## config.mk

```make
export PLATFORM = sky130hd
export DESIGN_NAME = rr_mux8_arbiter
export DESIGN_NICKNAME = d
export VERILOG_FILES = /design/src/rtl/rr_mux8_arbiter.sv
export SDC_FILE = /design/constraint.sdc
export NUM_CORES = 1
export LEC_CHECK = 0
export CELL_PAD_IN_SITES_DETAIL_PLACEMENT = 1
export CELL_PAD_IN_SITES_GLOBAL_PLACEMENT = 1
export CORE_MARGIN = 4
export CORE_UTILIZATION = 38
export CTS_CLUSTER_DIAMETER = 60
export DETAILED_ROUTE_END_ITERATION = 8
export PLACE_DENSITY = 0.8
export SYNTH_ARGS = -nofsm -noshare
export SYNTH_HDL_FRONTEND = slang
export SYNTH_SLANG_ARGS = --single-unit
```

## constraint.sdc

```tcl
create_clock -name clk -period 4.41 [get_ports clk]
set_clock_uncertainty 0.1 [all_clocks]
set_input_delay 0.441 -clock clk [delete_from_list [all_inputs] [get_ports clk]]
set_output_delay 0.441 -clock clk [all_outputs]
set_load 0.01 [all_outputs]
```

## src/rtl/rr_mux8_arbiter.sv

```systemverilog
// Round-robin arbiter for eight level requesters. It drives a registered one-hot
// grant and the select of an 8:1 mux, with an optional hold-time limit per grant.
module rr_mux8_arbiter #(
    parameter int MAX_HOLD = 16
) (
    input  logic       clk,
    input  logic       rst_n,
    input  logic [7:0] req,
    output logic [7:0] gnt,
    output logic [2:0] select,
    output logic       valid,
    output logic       timeout
);

    typedef enum logic [1:0] {
        IDLE = 2'd0,
        BUSY = 2'd1,
        TURN = 2'd2
    } state_t;

    localparam logic [7:0] HOLD_LIM = (MAX_HOLD > 255) ? 8'd255 : 8'(MAX_HOLD);
    localparam bit         HOLD_EN  = (MAX_HOLD != 0);

    state_t     state_q, state_d;
    logic [7:0] gnt_q, gnt_d;
    logic [2:0] select_q, select_d;
    logic [2:0] ptr_q, ptr_d;
    logic [7:0] hold_cnt_q, hold_cnt_d;
    logic       timeout_q, timeout_d;

    // req_rot[k] is the request of the requester k+1 places after the last owner.
    logic [7:0] req_rot;
    logic [2:0] offset;
    logic [2:0] pick;

    genvar gi;
    generate
        for (gi = 0; gi < 8; gi++) begin : g_rot
            assign req_rot[gi] = req[ptr_q + 3'(gi + 1)];
        end
    endgenerate

    always_comb begin
        offset = 3'd0;
        for (int k = 7; k >= 0; k--) begin
            if (req_rot[k]) begin
                offset = 3'(k);
            end
        end
        pick = ptr_q + offset + 3'd1;
    end

    always_comb begin
        state_d    = state_q;
        gnt_d      = gnt_q;
        select_d   = select_q;
        ptr_d      = ptr_q;
        hold_cnt_d = hold_cnt_q;
        timeout_d  = 1'b0;
        case (state_q)
            IDLE, TURN: begin
                if (|req) begin
                    state_d    = BUSY;
                    gnt_d      = 8'd1 << pick;
                    select_d   = pick;
                    ptr_d      = pick;
                    hold_cnt_d = 8'd1;
                end else begin
                    state_d = IDLE;
                    gnt_d   = 8'd0;
                end
            end
            BUSY: begin
                // A release by the owner wins over both new requests and the hold limit.
                if (!req[ptr_q]) begin
                    state_d = TURN;
                    gnt_d   = 8'd0;
                end else if (HOLD_EN && (hold_cnt_q == HOLD_LIM)) begin
                    state_d   = TURN;
                    gnt_d     = 8'd0;
                    timeout_d = 1'b1;
                end else if (hold_cnt_q != 8'hFF) begin
                    hold_cnt_d = hold_cnt_q + 8'd1;
                end
            end
            default: begin
                state_d = IDLE;
                gnt_d   = 8'd0;
            end
        endcase
    end

    always_ff @(posedge clk) begin
        if (!rst_n) begin
            state_q    <= IDLE;
            gnt_q      <= 8'd0;
            select_q   <= 3'd0;
            ptr_q      <= 3'd7;
            hold_cnt_q <= 8'd0;
            timeout_q  <= 1'b0;
        end else begin
            state_q    <= state_d;
            gnt_q      <= gnt_d;
            select_q   <= select_d;
            ptr_q      <= ptr_d;
            hold_cnt_q <= hold_cnt_d;
            timeout_q  <= timeout_d;
        end
    end

    assign gnt     = gnt_q;
    assign select  = select_q;
    assign valid   = |gnt_q;
    assign timeout = timeout_q;

endmodule

```

==> results summary <==
The number of cells on the worst hold path is 2. The maximum operating frequency came out at ~0.24 GHz. In this run, synthesis produced a sequential element count of 25. Setup repair after global routing left no endpoint under its margin. The worst reg2reg path depth is 13. The endpoint required time on the critical path is between 4 and 5 ns. The post-route non-filler standard cell count came out at approximately 270. The register area is 502 um2. The arrival time of the worst setup path came out at ~4.2 ns.

The pre-CTS worst setup slack came out at about 0.13 ns. The power after layout came out at between 1 and 1.5 mW. The detailed placement HPWL is 3290 um.

The setup slack of the worst register-to-register path came out at 0.30 ns. The largest area contributor in the synthesized netlist is dfxtp_1. The first global-routing pass estimated around 7500 um of wire. After clock tree synthesis, the clock-pin slew on the worst setup and hold paths is about 0.09 ns.

Setup violations remaining at the end of the flow were counted as 0. The worst min-delay path startpoint is gnt[6]. Along the worst path, the maximum fanout reaches 7. In the routed design, unresolved DRC markers number 0. The number of nets in the synthesized netlist is 208.

The predominant post-synthesis flop cell is dfxtp_1. The time the final worst path needs with I/O delays and setup is 4.11 ns. The per-cell via count in the routed design came out at 5.65. The number of buffer and inverter instances along the worst setup path came out at 1. The count of flip-flops with a built-in enable after synthesis is 0.

The number of buffers between clock root and the deepest sink is 2. The initial standard-cell utilization of the core is about two fifths. The number of hold buffers added after cts came out at 0. The ratio of final minimum period to clock period came out at around 93%. Adding up every negative setup slack in the final design gives 0 ns. The sequential area share after synthesis came out at 28.6%.

The detailed-route wire length came out at ~4300 um. The max-capacitance violation count came out at 0. The area used by multi-input combinational logic came out at roughly 1200 um2. The global route total overflow came out at 0. The min-delay analysis places its worst path in the category flip-flop to flip-flop. The flow ran to the end, and the final reports show no timing, DRC or antenna violations.

The row count is 24. In the synthesized netlist the async set-or-reset flop fraction comes to 0%. The number of distinct standard cells referenced by the synthesized netlist came out at between 40 and 50. In this run the critical register-to-register path is launched from ptr_q[1]. The number of hold-slack violations in the final timing report came out at 0.

The worst setup path is of the flip-flop to flip-flop kind. Headroom to the max-slew limit came out at between 50% and 60%. TritonCTS built the clock tree. The number of global-route vias before repair is roughly 1600. 0 antenna diodes ended up in the layout.

The slowest stage of the critical path is the mux4_2 cell. The share of the core filled with cells came out at approximately 47%. The number of buffers created by CTS came out at 3. The post-synthesis instance area is between 1500 and 2000 um2. The placer congestion estimate came out at between 0.8 and 0.9. The number of design-rule violations left by the first detailed-router iteration came out at 62. The count of warnings emitted by yosys came out at 0. Including well taps, the total number of placed cells is ~260.

The tree is rooted in a clkbuf_8. The highest ir drop seen on vdd came out at around 0.00036 V. The total non-filler cell area in the finished layout is 2060 um2. The worst setup path is captured at a flip-flop. Among cell families on the critical path, the largest total delay comes from multiplexers. The overall track demand over capacity in global routing is between 15 and 20%. The worst hold slack came out at ~0.38 ns. The delay of the slowest cell on the worst path came out at 0.55 ns. In the post-synthesis netlist, the biggest area contributors are dfxtp_1, mux4_2, nor2_1. The power density over the cells is approximately 730 nW/um2. The max-slew violation count is 0. The worst setup margin is between 0.2 and 0.3 ns. The number of antenna violations at the first check in global routing came out at 0. The post-route antenna net violation count is 0. The number of buffers inserted by port buffering came out at 22. The ratio of cells with drive above 1 in the final layout came out at ~15%. The floorplan core area came out at 4410 um2. The first-pass detailed-route iteration total is 4. For hold timing, the worst endpoint is gnt[6].

The cell count after synthesis is approximately 190. At the pin with the least slew margin, the transition time is between 0.6 and 0.7 ns. The reg-to-reg critical path endpoint is ptr_q[2].

Summed over all cells, the static leakage comes to 0.766 nW. The number of H-tree levels came out at 1. The mean post-synth cell area came out at about 9.1 um2. The total number of vias came out at between 1500 and 2000. 23 I/O pins were placed.

The cell area reported after detailed placement came out at between 2000 and 2500 um2. The worst setup path is launched from a flip-flop. The number of nets in the layout is 231. The horizontal die dimension is approximately 76 um. From synthesis to final layout, the design area changed by 17.8%. The routed length per instance is 16.0 um. The die covers around 5700 um2. Traced cell by cell, the critical path runs through inv_1 -> ha_2 -> mux4_2 -> mux2_4 -> o211a_1 -> o221ai_1 -> a21oi_1 -> or2_2 -> ha_1 -> fa_1 -> nand2b_1 -> mux2i_1 -> mux2_2. The total of fill cells in the finished design is 518. The die height came out at between 70 and 80 um. The synthesized design devotes to its leading area cell type ~29% of total area. The insertion delay of the later-clocked pin in the worst-skew pair is ~0.27 ns.

The clock net in this run drives a total of 25 sinks. The maximum number of pins on one net before global-route repair is 17.
[power breakdown]
group	switching, mW	internal, mW	leakage [nW]
clock network	0.0718	0.0639	0.0217
registers	0.0607	0.286	0.204
logic	0.538	0.479	0.540
total	0.671	0.829	0.766
[tightest hold or removal path, cell delays in order, from the launching register on]
cell     delay, ns
dfxtp_1       0.33
nand2_1       0.05
o21ai_0       0.06
[final cells by class]
type / count / area share, %
multi-input cells: 153 / 57.2
flip-flops and latches: 25 / 24.4
repair buffers: 24 / 11.4
well taps: 52 / 3.16
clock buffers: 3 / 2.01
inverters: 8 / 1.46
clock inverters: 1 / 0.365
[worst max-delay path by stage]
stage	start	to	slack, ns	cells after the start
final	ptr_q[1]	ptr_q[2]	0.30	13
after global routing	ptr_q[1]	ptr_q[2]	0.05	13
after floorplan	ptr_q[0]	ptr_q[2]	0.33	16
after detailed placement	ptr_q[1]	ptr_q[2]	0.13	13
after CTS	ptr_q[1]	ptr_q[2]	0.12	13
after global placement	ptr_q[1]	ptr_q[2]	0.33	13
[metal layers]
| metal | wire [um] | track usage [%] | vias to the layer above |
|---|---|---|---|
| li1 | - | - | 757 |
| met2 | 2080 | 27.8 | 18 |
| met1 | 2070 | 22.7 | 723 |
| met4 | 36 | 3.88 | 0 |
| met3 | 82 | 1.85 | 4 |
| met5 | 0 | 0 | - |
[synthesized netlist by cell type, drive strengths merged, types with 2 or more instances]
library cell and instances:
nand2 19, nand4 6, or2 2, clkbuf 2, nor2 21, nand3 2
mux4 6, inv 8, a221oi 3, o41ai 2, o21ai 14, xor2 6
dfxtp 25, and2 6, ha 5, mux2i 6, mux2 9, nor4 5
buf 4, a21oi 7, nor2b 2, xnor2 3, nand2b 4, a22o 2
nor3 6, a32o 2
[cells in the final DEF, fill, tap and decap left out, types with 7 or more instances in the layout]
cell type,n
nand2_1,19
a21oi_1,7
o21ai_0,12
nor2_1,21
clkdlybuf4s50_1,22
dfxtp_1,24
inv_1,8
[sequential cells by signal, indices dropped and copies added, names as in the netlist]
signal      flops
gnt             8
hold_cnt_q      8
ptr_q           3
select          3
state_q         2
timeout         1
[timing repair]
| item | CTS | global route |
|---|---|---|
| setup buffers | 0 | 0 |
| resized for setup | 0 | 3 |
| setup endpoints to repair | 0 | 11 |
[cell families after synthesis]
kind of cell / count (synthesis) / share of synthesized area (%)
AOI/OAI and AO/OA: 39 / 16.8
xor gates and xnor gates: 9 / 5.37
adders and majority gates: 6 / 4.72
buffers and inverters: 14 / 4.37
DFF: 25 / 28.6
muxes: 21 / 17.6
and+or+nand+nor: 78 / 22.5
(Power assumes the default switching activity.)
